==> src/rtl/alu_nibble_seq.sv <==
// Nibble-serial ALU sequencer: runs WIDTH-bit ADD/SUB/XOR/AND/OR/RSHFT on an
// external combinational 4-bit ALU slice, one nibble per clock.

package alu_nibble_seq_pkg;

   typedef enum logic [2:0] {
      ALU_CMD_ADD   = 3'd0,
      ALU_CMD_XOR   = 3'd1,
      ALU_CMD_AND   = 3'd2,
      ALU_CMD_OR    = 3'd3,
      ALU_CMD_RSHFT = 3'd4
   } alu_cmd_e;

   typedef struct packed {
      logic [3:0] d1;
      logic [3:0] d2;
   } Alu4bitArgs;

   // RSHFT shifts carry_in into the nibble MSB even though carry_disable is set
   typedef struct packed {
      alu_cmd_e cmd;
      logic     carry_in;
      logic     carry_disable;
      logic     b_inv;
   } AluCtrl;

   typedef enum logic [2:0] {
      OP_ADD   = 3'd0,
      OP_SUB   = 3'd1,
      OP_XOR   = 3'd2,
      OP_AND   = 3'd3,
      OP_OR    = 3'd4,
      OP_RSHFT = 3'd5
   } req_op_e;

endpackage

module alu_nibble_seq
   import alu_nibble_seq_pkg::*;
#(
   parameter int unsigned WIDTH = 16
) (
   input  logic             clk,
   input  logic             rst_n,
   input  logic             req_valid,
   output logic             req_ready,
   input  logic [2:0]       req_op,
   input  logic [WIDTH-1:0] req_a,
   input  logic [WIDTH-1:0] req_b,
   output logic             rsp_valid,
   input  logic             rsp_ready,
   output logic [WIDTH-1:0] rsp_res,
   output logic             rsp_carry,
   output logic             rsp_zero,
   output logic             rsp_err,
   output logic             busy,
   output Alu4bitArgs       alu_args,
   output AluCtrl           alu_ctrl,
   input  logic [3:0]       alu_res,
   input  logic             alu_carry_out
);

   localparam int unsigned N  = WIDTH / 4;
   localparam int unsigned KW = (N > 1) ? $clog2(N) : 1;

   typedef enum logic [1:0] {
      S_IDLE = 2'd0,
      S_RUN  = 2'd1,
      S_DONE = 2'd2
   } state_e;

   state_e           state_q;
   req_op_e          op_q;
   logic [WIDTH-1:0] a_q;
   logic [WIDTH-1:0] b_q;
   logic [WIDTH-1:0] res_q;
   logic [KW-1:0]    k_q;
   logic             chain_q;
   logic             carry_q;
   logic             zero_q;
   logic             err_q;

   logic [KW-1:0]    idx;
   logic [3:0]       nib_a;
   logic [3:0]       nib_b;
   logic [WIDTH-1:0] res_d;
   logic             chain_d;
   logic             last;
   logic             op_legal;

   assign op_legal = (req_op <= 3'(OP_RSHFT));

   always_comb begin
      idx      = (op_q == OP_RSHFT) ? (KW'(N - 1) - k_q) : k_q;
      nib_a    = a_q[4*idx +: 4];
      nib_b    = b_q[4*idx +: 4];
      last     = (k_q == KW'(N - 1));
      alu_args = '0;
      alu_ctrl = '0;
      if (state_q == S_RUN) begin
         alu_args.d1 = nib_a;
         alu_args.d2 = nib_b;
         unique case (op_q)
            OP_ADD, OP_SUB: begin
               alu_ctrl.cmd      = ALU_CMD_ADD;
               alu_ctrl.carry_in = chain_q;
            end
            OP_XOR: begin
               alu_ctrl.cmd           = ALU_CMD_XOR;
               alu_ctrl.carry_disable = 1'b1;
            end
            OP_AND: begin
               alu_ctrl.cmd           = ALU_CMD_AND;
               alu_ctrl.carry_disable = 1'b1;
            end
            OP_OR: begin
               alu_ctrl.cmd           = ALU_CMD_OR;
               alu_ctrl.carry_disable = 1'b1;
            end
            OP_RSHFT: begin
               alu_ctrl.cmd           = ALU_CMD_RSHFT;
               alu_ctrl.carry_in      = chain_q;
               alu_ctrl.carry_disable = 1'b1;
            end
            default: alu_ctrl = '0;
         endcase
      end
      res_d              = res_q;
      res_d[4*idx +: 4]  = alu_res;
      chain_d            = chain_q;
      unique case (op_q)
         OP_ADD, OP_SUB: chain_d = alu_carry_out;
         OP_RSHFT:       chain_d = nib_b[0];
         default:        chain_d = chain_q;
      endcase
   end

   always_ff @(posedge clk or negedge rst_n) begin
      if (!rst_n) begin
         state_q <= S_IDLE;
         op_q    <= OP_ADD;
         a_q     <= '0;
         b_q     <= '0;
         res_q   <= '0;
         k_q     <= '0;
         chain_q <= 1'b0;
         carry_q <= 1'b0;
         zero_q  <= 1'b0;
         err_q   <= 1'b0;
      end else begin
         unique case (state_q)
            S_IDLE: begin
               if (req_valid) begin
                  k_q     <= '0;
                  res_q   <= '0;
                  carry_q <= 1'b0;
                  a_q     <= req_a;
                  if (op_legal) begin
                     op_q    <= req_op_e'(req_op);
                     // SUB runs as a + ~b + 1: invert b here, seed the chain with 1
                     b_q     <= (req_op_e'(req_op) == OP_SUB) ? ~req_b : req_b;
                     chain_q <= (req_op_e'(req_op) == OP_SUB);
                     zero_q  <= 1'b0;
                     err_q   <= 1'b0;
                     state_q <= S_RUN;
                  end else begin
                     op_q    <= OP_ADD;
                     b_q     <= req_b;
                     chain_q <= 1'b0;
                     zero_q  <= 1'b1;
                     err_q   <= 1'b1;
                     state_q <= S_DONE;
                  end
               end
            end
            S_RUN: begin
               res_q   <= res_d;
               chain_q <= chain_d;
               if (last) begin
                  carry_q <= chain_d;
                  zero_q  <= (res_d == '0);
                  state_q <= S_DONE;
               end else begin
                  k_q <= k_q + KW'(1);
               end
            end
            S_DONE: begin
               if (rsp_ready) state_q <= S_IDLE;
            end
            default: state_q <= S_IDLE;
         endcase
      end
   end

   assign req_ready = (state_q == S_IDLE);
   assign rsp_valid = (state_q == S_DONE);
   assign busy      = (state_q != S_IDLE);
   assign rsp_res   = res_q;
   assign rsp_carry = carry_q;
   assign rsp_zero  = zero_q;
   assign rsp_err   = err_q;

endmodule

==> config.mk <==
export PLATFORM = sky130hd
export DESIGN_NAME = alu_nibble_seq
export DESIGN_NICKNAME = d
export VERILOG_FILES = /design/src/rtl/alu_nibble_seq.sv
export SDC_FILE = /design/constraint.sdc
export NUM_CORES = 1
export LEC_CHECK = 0
export CORE_MARGIN = 1
export CORE_UTILIZATION = 40
export CTS_BUF_LIST = sky130_fd_sc_hd__clkbuf_2 sky130_fd_sc_hd__clkbuf_4 sky130_fd_sc_hd__clkbuf_8
export CTS_CLUSTER_SIZE = 24
export DETAILED_ROUTE_END_ITERATION = 8
export PLACE_DENSITY = 0.73
export RECOVER_POWER = 100
export SLEW_MARGIN = 30
export SYNTH_ARGS = -nofsm -noshare
export SYNTH_HDL_FRONTEND = slang
export SYNTH_SLANG_ARGS = --single-unit
==> constraint.sdc <==
create_clock -name clk -period 3.1 [get_ports clk]
set_input_delay 0.93 -clock clk [delete_from_list [all_inputs] [get_ports clk]]
set_output_delay 0.93 -clock clk [all_outputs]
set_load 0.01 [all_outputs]
==> results of run 1 <==
[metrics by stage]
| step | worst slack [ns] | cells | area, um^2 |
|---|---|---|---|
| floorplan | 0.587 | 376 | 3340 |
| detailed placement | 0.102 | 547 | 4290 |
| global route | -0.0161 | 563 | 4480 |
| finish | 0.0570 | 563 | 4480 |
| global placement | 0.160 | 547 | 4290 |
| CTS | 0.00911 | 562 | 4480 |
[layout make-up]
cell class                 instances  share of cell area [%]
inverter                           5                   0.419
multi-input combinational        284                    39.2
tap                              102                    2.85
clock buffer                      11                    3.38
clock inverter                     3                   0.335
timing repair buffer              99                    20.8
sequential                        59                    33.0
[cells in the final DEF (no fill, tap or decap), types with 2 or more instances in the layout]
| cell type | instances |
|---|---|
| nor2_1 | 22 |
| a31oi_1 | 2 |
| nand3_1 | 4 |
| nor2b_1 | 3 |
| a21o_1 | 2 |
| buf_4 | 15 |
| a221oi_1 | 3 |
| o211ai_1 | 2 |
| a221oi_2 | 6 |
| nand2_1 | 89 |
| dlygate4sd2_1 | 8 |
| clkbuf_1 | 3 |
| clkinv_2 | 3 |
| dfrtp_1 | 58 |
| dlygate4sd3_1 | 27 |
| nand3b_1 | 4 |
| inv_1 | 5 |
| clkbuf_8 | 11 |
| or2_2 | 2 |
| xnor2_1 | 16 |
| nor3_1 | 14 |
| clkbuf_2 | 2 |
| o21ai_0 | 29 |
| a21oi_1 | 14 |
| nor4_1 | 4 |
| clkdlybuf4s50_1 | 42 |
| and3_1 | 3 |
| mux2_2 | 2 |
| a22o_1 | 14 |
| buf_12 | 2 |
| mux2i_1 | 18 |
| nand2b_1 | 3 |
[repair_timing]
action                     CTS  global route
setup endpoints to repair    8             6
setup buffers                1             1
pin swaps                    1             1
cloned                       0             0
gates resized for setup     14             6
hold buffers                 0             0
[sequential cells by signal (all words and copies together), names as in the netlist]
register   cells
a_q           16
b_q           16
chain_q        1
k_q            2
op_q           3
rsp_carry      1
rsp_err        1
rsp_res       16
rsp_zero       1
state_q        2
[routing by layer]
metal | track usage [%] | vias to the layer above
met5 | 0 | -
met4 | 7.82 | 0
met3 | 4.96 | 17
met2 | 36.4 | 108
met1 | 27.0 | 1435
li1 | - | 1486
[cell families (layout without fill, tap and decap cells)]
| family | count (synthesis) | after routing | synth area share, % |
|---|---|---|---|
| buf+inv | 33 | 118 | 4.98 |
| fa+ha+maj | 1 | 1 | 0.375 |
| compound gates | 83 | 83 | 16.8 |
| mux | 21 | 21 | 6.48 |
| other cells | 1 | 1 | 0.112 |
| simple gates | 161 | 161 | 22.6 |
| xor+xnor | 17 | 17 | 4.46 |
| flops | 59 | 59 | 44.2 |
[power groups by stage]
| stage | clock network [mW] | registers (mW) | logic (mW) |
|---|---|---|---|
| after floorplan | 0 | 1.37 | 1.58 |
| after global placement | 0 | 1.39 | 2.48 |
| after detailed placement | 0 | 1.41 | 2.54 |
| after CTS | 0.616 | 1.40 | 2.55 |
| after global routing | 0.647 | 1.45 | 2.78 |
| final | 0.610 | 1.40 | 2.52 |
[worst min-delay path, stage by stage, from the launching register on]
cell     delay, ns
dfrtp_1       0.34
nand2_1       0.05
nand2_1       0.05
[worst paths after layout]
path	to	slack, ns	start	depth (start not counted)
setup reg to reg	a_q[4]$_DFFE_PN0P_	1.01	state_q[0]$_DFFE_PN0P_	5
max in group asynchronous	k_q[0]$_DFFE_PN0P_	0.60	rst_n	2
setup / recovery	alu_args[1]	0.06	op_q[2]$_DFFE_PN0P_	7
hold reg to reg	a_q[3]$_DFFE_PN0P_	0.48	a_q[3]$_DFFE_PN0P_	2
min in group asynchronous	state_q[1]$_DFFE_PN0P_	0.95	rst_n	1
hold / removal	a_q[3]$_DFFE_PN0P_	0.48	a_q[3]$_DFFE_PN0P_	2
==> metrics, run 1 <==
Synth Warn # 0; leading cell type by number of instances after synthesis nand2_1; register area share after synthesis 44.2%; largest net degree at the start of global routing 52; DRT iter0 DRCs 117; Post-synth ARST share 100%; Avg Inst Size Synth 8.88 um^2; Skew-Pair Late Insertion Delay 0.33 ns; max-slew violations 29; Seq pwr share 31.0%; Crit. End Element output port; CP Launch Type register; sequential cell area 0.00148 mm^2; Synth area leaders dfrtp_1, nand2_1, mux2i_1; Setup CP Type register to output port; Mapped Cells 376; vias in the first global route 3,122; Power Dens Cells 1010 mW/mm^2; core area 0.00789 mm^2; DRC errors left 0; Syn Nets 421; area leader, netlist dfrtp_1; Final Power 4.53 mW; Synth Cell Area 0.00334 mm^2; DR WL met3 498 um; CTS tree built; cts bufs inserted 9; Nets 503; CP delay by family, top compound AO/OA/AOI/OAI gates; most instantiated cells after synthesis nand2_1, dfrtp_1, o21ai_0, nor2_1, mux2i_1; Die H 93.4 um; Routed wire per std cell 15.4 um; DP Wirelength 6280 um; Synth top area share 44.2%; Metal-1 WL 3830 um; max-cap check violation count 1; Relative slew margins -0.997%; Fin Clk Skew 0.00453 ns; CP arrival 2.11 ns; initial antenna violation count 0; Starting Density 42.3%; Logic pwr share 55.6%; critical path cell sequence buf_4 > nand3b_4 > nor2_1 > a21o_4 > a221oi_1 > a21oi_1 > dlygate4sd2_1; H-tree Lvls 3; global-route wire length before repair 14,600 um; FP Rows 32; status complete, but fails checks; CP Buf/Inv Count 2; RSZ-0062 raised after global routing yes; Final ANT Viol Nets 0; final hold slack 0.476 ns; Worst-Margin Slew 1.51 ns; number of I/O port buffers 78; final setup TNS 0 ns; final hold vios 0; CTS Buffer Depth 2; P_leak 2.08 nW; Max Fclk 329 MHz; Net Switching 1.93 mW; worst min-delay path class register to register; clock power share 13.5%; internal power 2.60 mW; met2 wire length 4200 um; #FFs+latches synth 59; Sw Share 42.6%; GRT overflow 0; io pins 80; total track usage 21.6%; Tcrit/Tclk final 98.2%; number of diodes 0; Yosys cell types 55; CTS clk-pin slew, worst paths 0.06 ns; Final Util 56.9%; final setup fails 0; CP max FO 10; CP peak stage delay 0.40 ns; root buf cell clkbuf_8; min Tclk post-route 3.04 ns; GPL Wtd Cong 0.874; area of the multi-input gates 0.00176 mm^2; DIE AREA 0.00872 mm^2; Final Routed Wirelength 8690 um; Filler cells 707; Crit-path slowest cell dfrtp_1; Post-synth EDFFs 0; highest routed layer met4; ratio of cells with drive above 1 in the final layout 11.9%; total iterations of the first detailed-routing run 5; synthesis-to-layout area growth 34.3%; CTS Sinks 59; violated checks max-capacitance violations, max-slew violations; routed via count 3,046; Primary FF master, synth dfrtp_1; VDD IR max 0.353 mV; vias per cell 5.41; Die X 93.4 um; CP required 2.17 ns
Power figures use the tool's default switching activity.
==> inputs of run 2 (changes only) <==
--- a/config.mk
+++ b/config.mk
@@ -5,6 +5,7 @@
 export SDC_FILE = /design/constraint.sdc
 export NUM_CORES = 1
 export LEC_CHECK = 0
+export ABC_AREA = 1
 export CORE_MARGIN = 1
 export CORE_UTILIZATION = 40
 export CTS_BUF_LIST = sky130_fd_sc_hd__clkbuf_2 sky130_fd_sc_hd__clkbuf_4 sky130_fd_sc_hd__clkbuf_8
@@ -12,7 +13,7 @@
 export DETAILED_ROUTE_END_ITERATION = 8
 export PLACE_DENSITY = 0.73
 export RECOVER_POWER = 100
-export SLEW_MARGIN = 30
+export SLEW_MARGIN = 20
 export SYNTH_ARGS = -nofsm -noshare
 export SYNTH_HDL_FRONTEND = slang
 export SYNTH_SLANG_ARGS = --single-unit
==> run 2 against run 1 <==
The run still ends with max-capacitance violations, max-slew violations left. Global-route usage down 0.077 points. Via count shrank 2.6%. Critical endpoint is now alu_args[6]. Worst setup slack gained 0.058 ns.
==> metrics, run 2 <==
CTS Buffer Depth 2 (unchanged); max-cap check violation count 1 (unchanged); CP peak stage delay 0.39 ns (was 0.40 ns); Skew-Pair Late Insertion Delay 0.34 ns (was 0.33 ns); violated checks max-capacitance violations, max-slew violations (unchanged); hold_buf cts 0 (unchanged); ratio of cells with drive above 1 in the final layout 9.86% (was 11.9%); largest net degree at the start of global routing 58 (was 52); GRT overflow 0 (unchanged); clock power share 15.3% (was 13.5%); max-slew violations 33 (was 29); internal power 2.28 mW (was 2.60 mW); leading cell type by number of instances after synthesis nand2_1 (unchanged); Syn Nets 444 (was 421); total iterations of the first detailed-routing run 5 (unchanged); sequential cell area 0.00148 mm^2 (about the same); Power Dens Cells 979 mW/mm^2 (was 1010 mW/mm^2); Fin Clk Skew 0.0124 ns (was 0.00453 ns); initial antenna violation count 0 (unchanged); Relative slew margins -14.9% (was -0.997%); final hold vios 0 (unchanged); Mapped Cells 399 (was 376); global-route wire length before repair 14,000 um (was 14,600 um); CP dominant cell by count nand2_1; Worst-Margin Slew 1.72 ns (was 1.51 ns); io pins 80 (unchanged); Crit. End Element output port (unchanged); area of the multi-input gates 0.00148 mm^2 (was 0.00176 mm^2); Avg Inst Size Synth 7.86 um^2 (was 8.88 um^2); CP Launch Type register (unchanged); vias in the first global route 2,916 (was 3,122); vias per cell 5.06 (was 5.41); Nets 527 (was 503); Seq pwr share 32.7% (was 31.0%); min Tclk post-route 2.99 ns (was 3.04 ns); GPL Wtd Cong 0.887 (was 0.874); CTS clk-pin slew, worst paths 0.07 ns (was 0.06 ns); CTS tree built (unchanged); FP Rows 31 (was 32); final setup TNS 0 ns (unchanged); synthesis-to-layout area growth 34.3% (about the same); total track usage 21.5% (was 21.6%); Synth Cell Area 0.00314 mm^2 (was 0.00334 mm^2); Logic pwr share 52.0% (was 55.6%); fin area 0.00421 mm^2 (was 0.00448 mm^2); r2r endpoint rsp_err$_DFFE_PN0P_ (was a_q[4]$_DFFE_PN0P_); Crit. Startpoint op_q[1]$_DFFE_PN0P_ (was op_q[2]$_DFFE_PN0P_); H-tree Lvls 3 (unchanged); VDD IR max 0.422 mV (was 0.353 mV); worst min-delay path class input pin to async pin (was register to register); Starting Density 42.3% (about the same); CTS Sinks 59 (unchanged); routed via count 2,967 (was 3,046); Synth top area share 47.1% (was 44.2%); number of I/O port buffers 78 (unchanged); Post-synth ARST share 100% (unchanged); Net Switching 1.85 mW (was 1.93 mW); Yosys cell types 31 (was 55); Sw Share 44.8% (was 42.6%); most frequent cells in the layout nand2_1, dfrtp_1, clkdlybuf4s50_1, o21ai_0, dlygate4sd3_1 (unchanged); Synth area leaders dfrtp_1, nand2_1, o21ai_0 (was dfrtp_1, nand2_1, mux2i_1); commonest non-fill, non-tap cell in the layout nand2_1 (unchanged); DIE AREA 0.00820 mm^2 (was 0.00872 mm^2); worst r2r path cells 6 (was 5); CP arrival 2.06 ns (was 2.11 ns); Primary FF master, synth dfrtp_1 (unchanged); reg-to-reg startpoint state_q[0]$_DFFE_PN0P_ (unchanged); Max Fclk 335 MHz (was 329 MHz); Final Routed Wirelength 8060 um (was 8690 um); DP Wirelength 5750 um (was 6280 um); Filler cells 693 (was 707); critical path cell sequence inv_2 > nand3_4 > nand2_1 > nand2_4 > nor2_4 > buf_4 > nand2_1 > a41oi_1 > dlygate4sd2_1 (was buf_4 > nand3b_4 > nor2_1 > a21o_4 > a221oi_1 > a21oi_1 > dlygate4sd2_1); P_leak 2.07 nW (was 2.08 nW); DP Area 0.00401 mm^2 (was 0.00429 mm^2); register area share after synthesis 47.1% (was 44.2%); Final ANT Viol Nets 0 (unchanged); Synth Warn # 0 (unchanged); Die X 90.5 um (was 93.4 um); CP max FO 7 (was 10); RSZ-0062 raised after global routing no (was yes); Crit-path slowest cell dfrtp_1 (unchanged); Die H 90.5 um (was 93.4 um); status complete, but fails checks (unchanged); cts bufs inserted 9 (unchanged); root buf cell clkbuf_8 (unchanged); core area 0.00741 mm^2 (was 0.00789 mm^2); Tcrit/Tclk final 96.3% (was 98.2%); DRT iter0 DRCs 184 (was 117); Reg2Reg Setup Slack 0.88 ns (was 1.01 ns); final setup fails 0 (unchanged); most instantiated cells after synthesis nand2_1, dfrtp_1, o21ai_0, nor2_1, nand3_1 (was nand2_1, dfrtp_1, o21ai_0, nor2_1, mux2i_1); DRC errors left 0 (unchanged); number of diodes 0 (unchanged); worst setup path end alu_args[6] (was alu_args[1]); CP required 2.17 ns (about the same); #FFs+latches synth 59 (unchanged); area leader, netlist dfrtp_1 (unchanged); Setup CP Type register to output port (unchanged); Routed wire per std cell 13.8 um (was 15.4 um); Post-synth EDFFs 0 (unchanged)
## run 2: power by group through the flow
stage	Sequential, mW	Clock (mW)	Combinational [mW]
2_1_floorplan	1.32	0	1.39
3_3_place_gp	1.35	0	2.11
3_5_place_dp	1.36	0	2.15
4_1_cts	1.35	0.639	2.18
5_1_grt	1.39	0.678	2.42
6_report	1.35	0.629	2.15
## run 2: per-layer routing
layer / vias to the layer above / wire [um] / global-route usage [%]
li1: 1467 / - / -
met1: 1381 / 3670 / 29.3
met2: 106 / 3820 / 34.5
met3: 13 / 426 / 3.79
met4: 0 / 143 / 7.12
met5: - / 0 / 0
## run 2: cell families (layout without fill, tap and decap cells)
| group | after synthesis | after routing | synth area share (%) |
|---|---|---|---|
| compound gates | 63 | 63 | 11.9 |
| xor+xnor | 16 | 16 | 4.47 |
| fa+ha+maj | 1 | 1 | 0.399 |
| buf+inv | 41 | 129 | 5.87 |
| flops | 59 | 59 | 47.1 |
| other cells | 1 | 1 | 0.120 |
| simple gates | 218 | 218 | 30.2 |
## run 2: how the worst min path moves through the flow
stage                  startpoint                   to  slack, ns  cells after the start
3_5_place_dp   a_q[8]$_DFFE_PN0P_   a_q[8]$_DFFE_PN0P_       0.47                      2
5_1_grt        a_q[2]$_DFFE_PN0P_   a_q[2]$_DFFE_PN0P_       0.50                      2
6_report                    rst_n  op_q[1]$_DFFE_PN0P_       0.47                      1
2_1_floorplan  a_q[0]$_DFFE_PN0P_   a_q[0]$_DFFE_PN0P_       0.45                      2
4_1_cts                     rst_n  op_q[1]$_DFFE_PN0P_       0.41                      1
3_3_place_gp   a_q[7]$_DFFE_PN0P_   a_q[7]$_DFFE_PN0P_       0.46                      2
## run 2: timing repair
action	in CTS	in global routing
buffers inserted	4	1
pin swaps	1	1
resized for setup	12	7
setup endpoints to repair	8	4
## run 2: worst max-delay path, delay by kind of cell, from the launching register on
family | cells | cell delay, ns
buf+inv | 3 | 0.58
compound gates | 1 | 0.19
simple gates | 5 | 0.55
flops | 1 | 0.39
## run 2: stage by stage
| stage | power (mW) | setup slack [ns] | instances | utilization (%) | hold WS, ns |
|---|---|---|---|---|---|
| 3_3_place_gp | 3.46 | 0.00964 | 565 | 54.1 | 0.463 |
| 3_5_place_dp | 3.51 | -0.0159 | 565 | 54.1 | 0.469 |
| 2_1_floorplan | 2.71 | 0.813 | 399 | - | 0.449 |
| 5_1_grt | 4.49 | 0.000341 | 586 | 56.8 | 0.498 |
| 4_1_cts | 4.16 | 0.0212 | 585 | 56.9 | 0.407 |
| 6_report | 4.12 | 0.115 | 586 | 56.8 | 0.474 |
## run 2: cell type report
| type | instances | area share [%] |
|---|---|---|
| clock buffers | 10 | 3.27 |
| clock inverters | 6 | 0.980 |
| inverters | 22 | 2.08 |
| multi-input cells | 299 | 35.1 |
| flip-flops and latches | 59 | 35.1 |
| well taps | 99 | 2.94 |
| repair buffers | 91 | 20.5 |
